--- src/rtl/tile_rasterizer_lanes.sv ---
// Tile rasterizer that walks one tile in LANES-wide pixel groups and streams per-group
// coverage masks from three incremental edge functions.
module tile_rasterizer_lanes #(
  parameter int unsigned TILE_W_LOG2 = 5,
  parameter int unsigned TILE_H_LOG2 = 5,
  parameter int unsigned LANES       = 4,
  parameter int unsigned A_W         = 19,
  parameter int unsigned B_W         = 24,
  parameter int unsigned W_W         = 32,
  parameter int unsigned SKIP_EMPTY  = 1
) (
  input  logic                   clk,
  input  logic                   rst,
  input  logic                   start,
  input  logic                   clear,
  input  logic [A_W-1:0]         A01,
  input  logic [A_W-1:0]         A12,
  input  logic [A_W-1:0]         A20,
  input  logic [B_W-1:0]         B01,
  input  logic [B_W-1:0]         B12,
  input  logic [B_W-1:0]         B20,
  input  logic [W_W-1:0]         w0_in,
  input  logic [W_W-1:0]         w1_in,
  input  logic [W_W-1:0]         w2_in,
  output logic                   busy,
  output logic                   out_valid,
  input  logic                   out_ready,
  output logic [TILE_W_LOG2-1:0] out_x,
  output logic [TILE_H_LOG2-1:0] out_y,
  output logic [LANES-1:0]       out_mask,
  output logic                   out_clear,
  output logic                   done
);

  localparam int unsigned TILE_W = 1 << TILE_W_LOG2;
  localparam int unsigned TILE_H = 1 << TILE_H_LOG2;
  localparam logic [TILE_W_LOG2-1:0] LAST_X = TILE_W_LOG2'(TILE_W - LANES);
  localparam logic [TILE_H_LOG2-1:0] LAST_Y = TILE_H_LOG2'(TILE_H - 1);
  localparam logic [TILE_W_LOG2-1:0] X_STEP = TILE_W_LOG2'(LANES);

  localparam logic [0:0] S_IDLE = 1'b0;
  localparam logic [0:0] S_RUN  = 1'b1;

  logic [0:0]             state_q, state_d;
  logic [TILE_W_LOG2-1:0] x_q, x_d;
  logic [TILE_H_LOG2-1:0] y_q, y_d;
  logic                   clear_q, clear_d;
  logic                   done_q, done_d;
  logic [2:0][W_W-1:0]    a_q, a_d, b_q, b_d, row_q, row_d, cur_q, cur_d;

  logic [LANES-1:0]       inside_c;
  logic [W_W-1:0]         lane_val_c;
  logic                   skip_c;
  logic                   advance_c;

  function automatic logic [W_W-1:0] sext_a(input logic [A_W-1:0] v);
    return W_W'(signed'(v));
  endfunction

  function automatic logic [W_W-1:0] sext_b(input logic [B_W-1:0] v);
    return W_W'(signed'(v));
  endfunction

  // Lane k sits k pixels right of the cursor; inside when no edge value is negative.
  always_comb begin
    inside_c   = '0;
    lane_val_c = '0;
    for (int k = 0; k < int'(LANES); k++) begin
      inside_c[k] = 1'b1;
      for (int e = 0; e < 3; e++) begin
        lane_val_c = cur_q[e] + W_W'(k) * a_q[e];
        if (lane_val_c[W_W-1]) inside_c[k] = 1'b0;
      end
    end
  end

  assign out_mask  = clear_q ? '1 : inside_c;
  assign skip_c    = (state_q == S_RUN) && (SKIP_EMPTY != 0) && !clear_q && (inside_c == '0);
  assign out_valid = (state_q == S_RUN) && !skip_c;
  assign advance_c = (out_valid && out_ready) || skip_c;
  assign busy      = (state_q == S_RUN);
  assign out_x     = x_q;
  assign out_y     = y_q;
  assign out_clear = clear_q;
  assign done      = done_q;

  always_ff @(posedge clk) begin
    if (rst) begin
      state_q <= S_IDLE;
      x_q     <= '0;
      y_q     <= '0;
      clear_q <= 1'b0;
      done_q  <= 1'b0;
      a_q     <= '0;
      b_q     <= '0;
      row_q   <= '0;
      cur_q   <= '0;
    end else begin
      state_q <= state_d;
      x_q     <= x_d;
      y_q     <= y_d;
      clear_q <= clear_d;
      done_q  <= done_d;
      a_q     <= a_d;
      b_q     <= b_d;
      row_q   <= row_d;
      cur_q   <= cur_d;
    end
  end

  // Scan FSM: latch the tile on start, then step groups left-to-right, rows top-to-bottom.
  always_comb begin
    state_d = state_q;
    x_d     = x_q;
    y_d     = y_q;
    clear_d = clear_q;
    done_d  = 1'b0;
    a_d     = a_q;
    b_d     = b_q;
    row_d   = row_q;
    cur_d   = cur_q;
    case (state_q)
      S_IDLE: begin
        if (start) begin
          state_d = S_RUN;
          x_d     = '0;
          y_d     = '0;
          clear_d = clear;
          a_d[0]  = sext_a(A01);
          a_d[1]  = sext_a(A12);
          a_d[2]  = sext_a(A20);
          b_d[0]  = sext_b(B01);
          b_d[1]  = sext_b(B12);
          b_d[2]  = sext_b(B20);
          row_d[0] = w2_in;
          row_d[1] = w0_in;
          row_d[2] = w1_in;
          cur_d    = row_d;
        end
      end
      S_RUN: begin
        if (advance_c) begin
          if (x_q == LAST_X) begin
            x_d = '0;
            if (y_q == LAST_Y) begin
              state_d = S_IDLE;
              y_d     = '0;
              done_d  = 1'b1;
            end else begin
              y_d = y_q + TILE_H_LOG2'(1);
              for (int e = 0; e < 3; e++) begin
                row_d[e] = row_q[e] + b_q[e];
                cur_d[e] = row_q[e] + b_q[e];
              end
            end
          end else begin
            x_d = x_q + X_STEP;
            for (int e = 0; e < 3; e++) cur_d[e] = cur_q[e] + W_W'(LANES) * a_q[e];
          end
        end
      end
      default: state_d = S_IDLE;
    endcase
  end

endmodule

--- config.mk ---
export PLATFORM = sky130hd
export DESIGN_NAME = tile_rasterizer_lanes
export DESIGN_NICKNAME = d
export VERILOG_FILES = /design/src/rtl/tile_rasterizer_lanes.sv
export SDC_FILE = /design/constraint.sdc
export NUM_CORES = 2
export LEC_CHECK = 0
export ABC_AREA = 1
export CAP_MARGIN = 5
export CORE_MARGIN = 10
export CORE_UTILIZATION = 40
export CTS_BUF_LIST = sky130_fd_sc_hd__clkbuf_4 sky130_fd_sc_hd__clkbuf_8
export DETAILED_ROUTE_END_ITERATION = 16
export PLACE_DENSITY = 0.58
export SLEW_MARGIN = 5
export SYNTH_ARGS = -nofsm -noshare
export SYNTH_HDL_FRONTEND = slang
export SYNTH_SLANG_ARGS = --single-unit
export TNS_END_PERCENT = 1
--- constraint.sdc ---
create_clock -name clk -period 10.85 [get_ports clk]
set_input_delay 1.085 -clock clk [delete_from_list [all_inputs] [get_ports clk]]
set_output_delay 1.085 -clock clk [all_outputs]
set_load 0.03 [all_outputs]
# ---- Word-level counts from Yosys, hierarchy flattened
# Cells that the tools add are included.
dict set report classes {
  bitwise 3
  multipliers 3
  reduce_logical 14
  n_eq_ne 7
  n_addsub 17
  muxes 35
}
# op count
set op_table {}
lappend op_table {{$mux 96} 6}
lappend op_table {{$add 32x32->32} 15}
lappend op_table {{$pmux 96 s2} 2}
lappend op_table {{$mul 3x19->22 const A} 3}
lappend op_table {{$mux 5} 6}
lappend op_table {{$pmux 5 s2} 2}
lappend op_table {{$mux 1} 17}
lappend op_table {{$eq 5x5->1 const B} 2}
lappend op_table {{$reduce_and 3->1} 2}
lappend op_table {{$add 5x1->5 const B} 1}
lappend op_table {{$add 5x3->5 const B} 1}
lappend op_table {{$logic_and 1x1->1} 4}
lappend op_table {{$logic_not 4->1} 1}
lappend op_table {{$mux 4} 1}
lappend op_table {{$ne 2x1->1 const B} 2}
lappend op_table {{$ne 2x2->1 const B} 2}
lappend op_table {{$reduce_and 2->1} 2}
lappend op_table {{$reduce_and 4->1} 1}
lappend op_table {{$reduce_or 4->1} 1}
lappend op_table {{$ne 3x3->1 const B} 1}
lappend op_table {{$not 1->1} 3}
lappend op_table {{$logic_not 1->1} 2}
lappend op_table {{$pmux 1 s2} 1}
lappend op_table {{$logic_or 1x1->1} 1}
dict set report word_totals {
  in_bits 230
  reg_bits 334
  wordCells 96
}

# ---- Logic depth before layout (Yosys ltp)
dict set report depth {
  word_depth 13
  ltp_mapped 37
  depth_no_buf 35
}

# ---- Worst setup path before layout
# No wires, ideal clock.
dict set report synth_timing {
  path_kind {register -> output}
  startpoint {reg a_q[2] in the netlist's numbering}
  endpoint {out out_valid}
  path_buffers 0
  slack_ps 5672
  path_stages_with_launch 33
  arrival_ps 4093
  path_cell_list {dfxtp_1 > ha_1 > ha_1 > fa_1 > nand3_1 > nand2_1 > nand2_1 > nand2_1 > a21oi_1 > o21ai_0 > nand2_1 > nand2_1 > a21oi_1 > o21ai_0 > nand3_1 > nand2_1 > xor2_1 > ha_1 > nand2_1 > nand2_1 > nand2_1 > nand2_1 > nand2_1 > nand2_1 > a21oi_1 > nand2_1 > inv_1 > nand2_1 > nand2_1 > nand3_1 > nand4_4 > inv_1 > nor2_1}
}
dict set report synth_between {
  elab_chain_cells 9
}
# element line_no
set synth_lines {}
lappend synth_lines {{start, declared} 49} ;# logic [2:0][W_W-1:0] a_q, a_d, b_q, b_d, row_q, row_d, cur_q, cur_d;
lappend synth_lines {{start signal, assigned} 94} ;# a_q <= '0;
lappend synth_lines {{start signal, assigned} 104} ;# a_q <= a_d;
lappend synth_lines {{$mul 3x19->22} 71} ;# lane_val_c = cur_q[e] + W_W'(k) * a_q[e];
lappend synth_lines {{$add 32x32->32} 71}
lappend synth_lines {{$mux 1 (3 in a row)} 72} ;# if (lane_val_c[W_W-1]) inside_c[k] = 1'b0;
lappend synth_lines {{$logic_not 4->1 (*)} 78} ;# assign skip_c = (state_q == S_RUN) && (SKIP_EMPTY != 0) && !clear_q && (inside_c == '0);
lappend synth_lines {{$logic_and 1x1->1 (*)} 78}
lappend synth_lines {{$logic_not 1->1 (*)} 79} ;# assign out_valid = (state_q == S_RUN) && !skip_c;
lappend synth_lines {{$logic_and 1x1->1 (*)} 79}
lappend synth_lines {{end, declared} 26} ;# output logic out_valid,
# Mark *: on every way between the ends. The rest lies on a longest branch, timed or not.

# ---- Worst setup path in the final report
dict set report layout_timing {
  startpoint {reg a_q[18] (netlist name)}
  endpoint {out out_valid}
}
dict set report layout_between {
  elab_chain_cells 9
}
# element line_no
set layout_lines {}
lappend layout_lines {{$mul 3x19->22} 71}
lappend layout_lines {{$add 32x32->32} 71}
lappend layout_lines {{$mux 1 (3 in a row)} 72}
lappend layout_lines {{$logic_not 4->1 (*)} 78}
lappend layout_lines {{$logic_and 1x1->1 (*)} 78}
lappend layout_lines {{$logic_not 1->1 (*)} 79}
lappend layout_lines {{$logic_and 1x1->1 (*)} 79}
# Marked as above.

==> out/results.txt <==
status: completed
most frequent cells in the layout: nand2_1, nor2_1, ha_1
hold path start: row_q[64]
Final setup violation count: 0
Synth async-reset ratio: 0
Final period util: 0.678
NetSw: 0.00207 W
#FFs+latches synth: 332
number of buffers created by CTS: 70
die area: 94800 um2
initial core utilization: 0.404
Cell Area, Synth: 33200 um2
worst skew pair latency: 0.67 ns
Peak VDD IR: 0.0000755 V
Flop pwr share: 0.310
H-tree depth: 3
CTS clk-pin slew, worst paths: 0.06 ns
initial antenna violation count: 2
drt drc: 0
Die H: 308 um
critical path startpoint category: flip-flop
Synth Warn #: 0
WL/cell: 18.3 um
largest net degree at the start of global routing: 134
most common cell after layout, fill and taps aside: nand2_1
Setup crit start: a_q[18]
synth unique cells: 56
critical path class: flip-flop to output pin
Routed Antenna Nets: 0
prevailing post-synth register cell: dfxtp_1
synthesis-to-layout area growth: 14.1%
top cells by area, synth: dfxtp_1, ha_1, nand2_1, nor2_1, a21oi_1
PwrDens: 133 nW/um2
RSZ-0062 raised after global routing: false
Comb power frac: 0.393
WP data arrival: 6.27 ns
clock share of power: 0.297
grt ovf: 0
P_int: 0.00294 W
postcts setup bufs: 0
worst relative slew slack: 0.193
Clock Skew: 0.0439 ns
# resized after CTS: 0
FMAX: 136 MHz
HP Class: flip-flop to flip-flop
drt via density: 5.32
IO Count: 248
dpl hpwl: 93900 um
gp weighted congestion: 0.947
Iter 0 DRT Violations: 2937
first drt pass iteration count: 7
Final Core Density: 0.461
max cap viols: 0
global-route wire length before repair: 186000 um
minimum clock period: 7.36 ns
CTS Buffer Depth: 3
post-synth top area cell: dfxtp_1
Pleak: 19.3 nW
Syn Area/Cell: 6.31 um2
Seq/Total Area, Yosys: 0.200
Final Hold Viols: 0
Root Driver: clkbuf_8
Fill cells: 8835
drt total wl: 120000 um
TNS Setup: 0 ns
layout cells sized above 1: 0.0369
Hold-fix buffers, CTS: 0
Pwr Total: 0.00502 W
Rows: 105
CP max FO: 19
PortBufs: 245
Final Net Count: 6154
number of flops mapped to enable cells by yosys: 0
DR vias: 34800
top cell type's share of synthesized area: 0.200
crit path capture type: output pin
worst r2r src: a_q[18]
switch share: 0.413
Worst-Margin Slew: 1.21 ns
Synth Instances: 5253
core area: 82100 um2
TritonCTS clock tree: done
CTS sink count: 332
vias in the first global route: 32400
Max Transition Viols Final: 0
CP Data Required Time: 9.77 ns
Die W: 308 um
GRT Overall Usage: 0.246
final cells by class:
cell class	count	area [um2]	share of cell area
clock buffers	103	1290	0.0340
inverters	404	1530	0.0405
repair buffers	264	2610	0.0689
multi-input cells	4355	24200	0.640
clock inverters	16	206	0.00546
diodes	1	2.50	0.0000661
well taps	1070	1340	0.0354
flip-flops and latches	332	6650	0.176
layer usage:
| layer | up-vias | track usage | wire (um) |
|---|---|---|---|
| met3 | 119 | 0.0554 | 10400 |
| met4 | 0 | 0.0631 | 2660 |
| met2 | 1018 | 0.335 | 45100 |
| met5 | - | 0 | 0 |
| met1 | 15900 | 0.377 | 61900 |
| li1 | 17800 | - | - |
cell usage after synthesis, types with 13 or more instances:
cell type and count:
o21ai_0 355, a21boi_0 13, buf_2 25, clkbuf_1 91, inv_1 394, xnor2_1 69
o21a_1 18, buf_6 15, a21oi_1 381, a21o_1 38, nor2_1 941, buf_1 19
nand2_1 1317, a31oi_1 19, nand4_1 67, or2_2 30, ha_1 488, o211ai_1 13
nor3_1 35, nand3_1 296, dfxtp_1 332, o21bai_1 28, nand3b_1 88, xor2_1 74
state kept, by name (all words and copies together), names as in the netlist:
signal     cells
cur_q         96
row_q         96
b_q           72
a_q           57
out_y          5
out_x          3
busy           1
done           1
out_clear      1
power groups by stage:
stage / Sequential, W / Combinational (W) / Clock, W
after global routing: 0.00157 / 0.00222 / 0.00158
after global placement: 0.00157 / 0.00191 / 0
after floorplan: 0.00149 / 0.00139 / 0
after CTS: 0.00155 / 0.00194 / 0.00153
final: 0.00156 / 0.00197 / 0.00149
after detailed placement: 0.00158 / 0.00192 / 0
critical path: stages, from the launching register on:
cell and delay, ns:
dfxtp_1 0.83, ha_1 0.37, ha_1 0.35, nand2_1 0.09
inv_1 0.09, nand2_1 0.06, nor2_1 0.14, nand3_1 0.11
nand3_1 0.17, xor2_1 0.67, ha_1 0.40, a21o_1 0.16
nor2_1 0.12, nand2_1 0.06, a21oi_1 0.11, nand2_1 0.08
inv_1 0.05, nand2_1 0.05, nand2_1 0.10, nand3_1 0.15
nand4_4 0.16, inv_1 0.07, nor2_1 0.43, clkdlybuf4s50_1 0.78
kinds of logic after synthesis:
group,after synthesis,share of synthesized area
and+or+nand+nor,2809,0.352
other,1,0.000113
muxes,4,0.00121
xor gates and xnor gates,143,0.0378
adders and majority gates,497,0.190
DFF,332,0.200
buffers and inverters,567,0.0701
AOI/OAI and AO/OA,900,0.148
worst paths after layout:
path,to,slack (ns),cells past startpoint
min reg2reg,row_q[64],0.47,2
max,out_valid,3.49,23
max reg2reg,cur_q[82],3.84,26
min,row_q[64],0.47,2
stage by stage:
stage                     hold WS (ns)  instance area, um2  setup WS, ns  instances
after floorplan                  0.439               33200          5.67       5254
final                            0.470               37800          3.49       6545
after global placement           0.454               36300          4.03       6425
after global routing             0.494               37800          3.09       6545
after detailed placement         0.462               36300          3.87       6425
after CTS                        0.471               37800          3.53       6544
No activity file was read; power rests on OpenSTA's default activity.
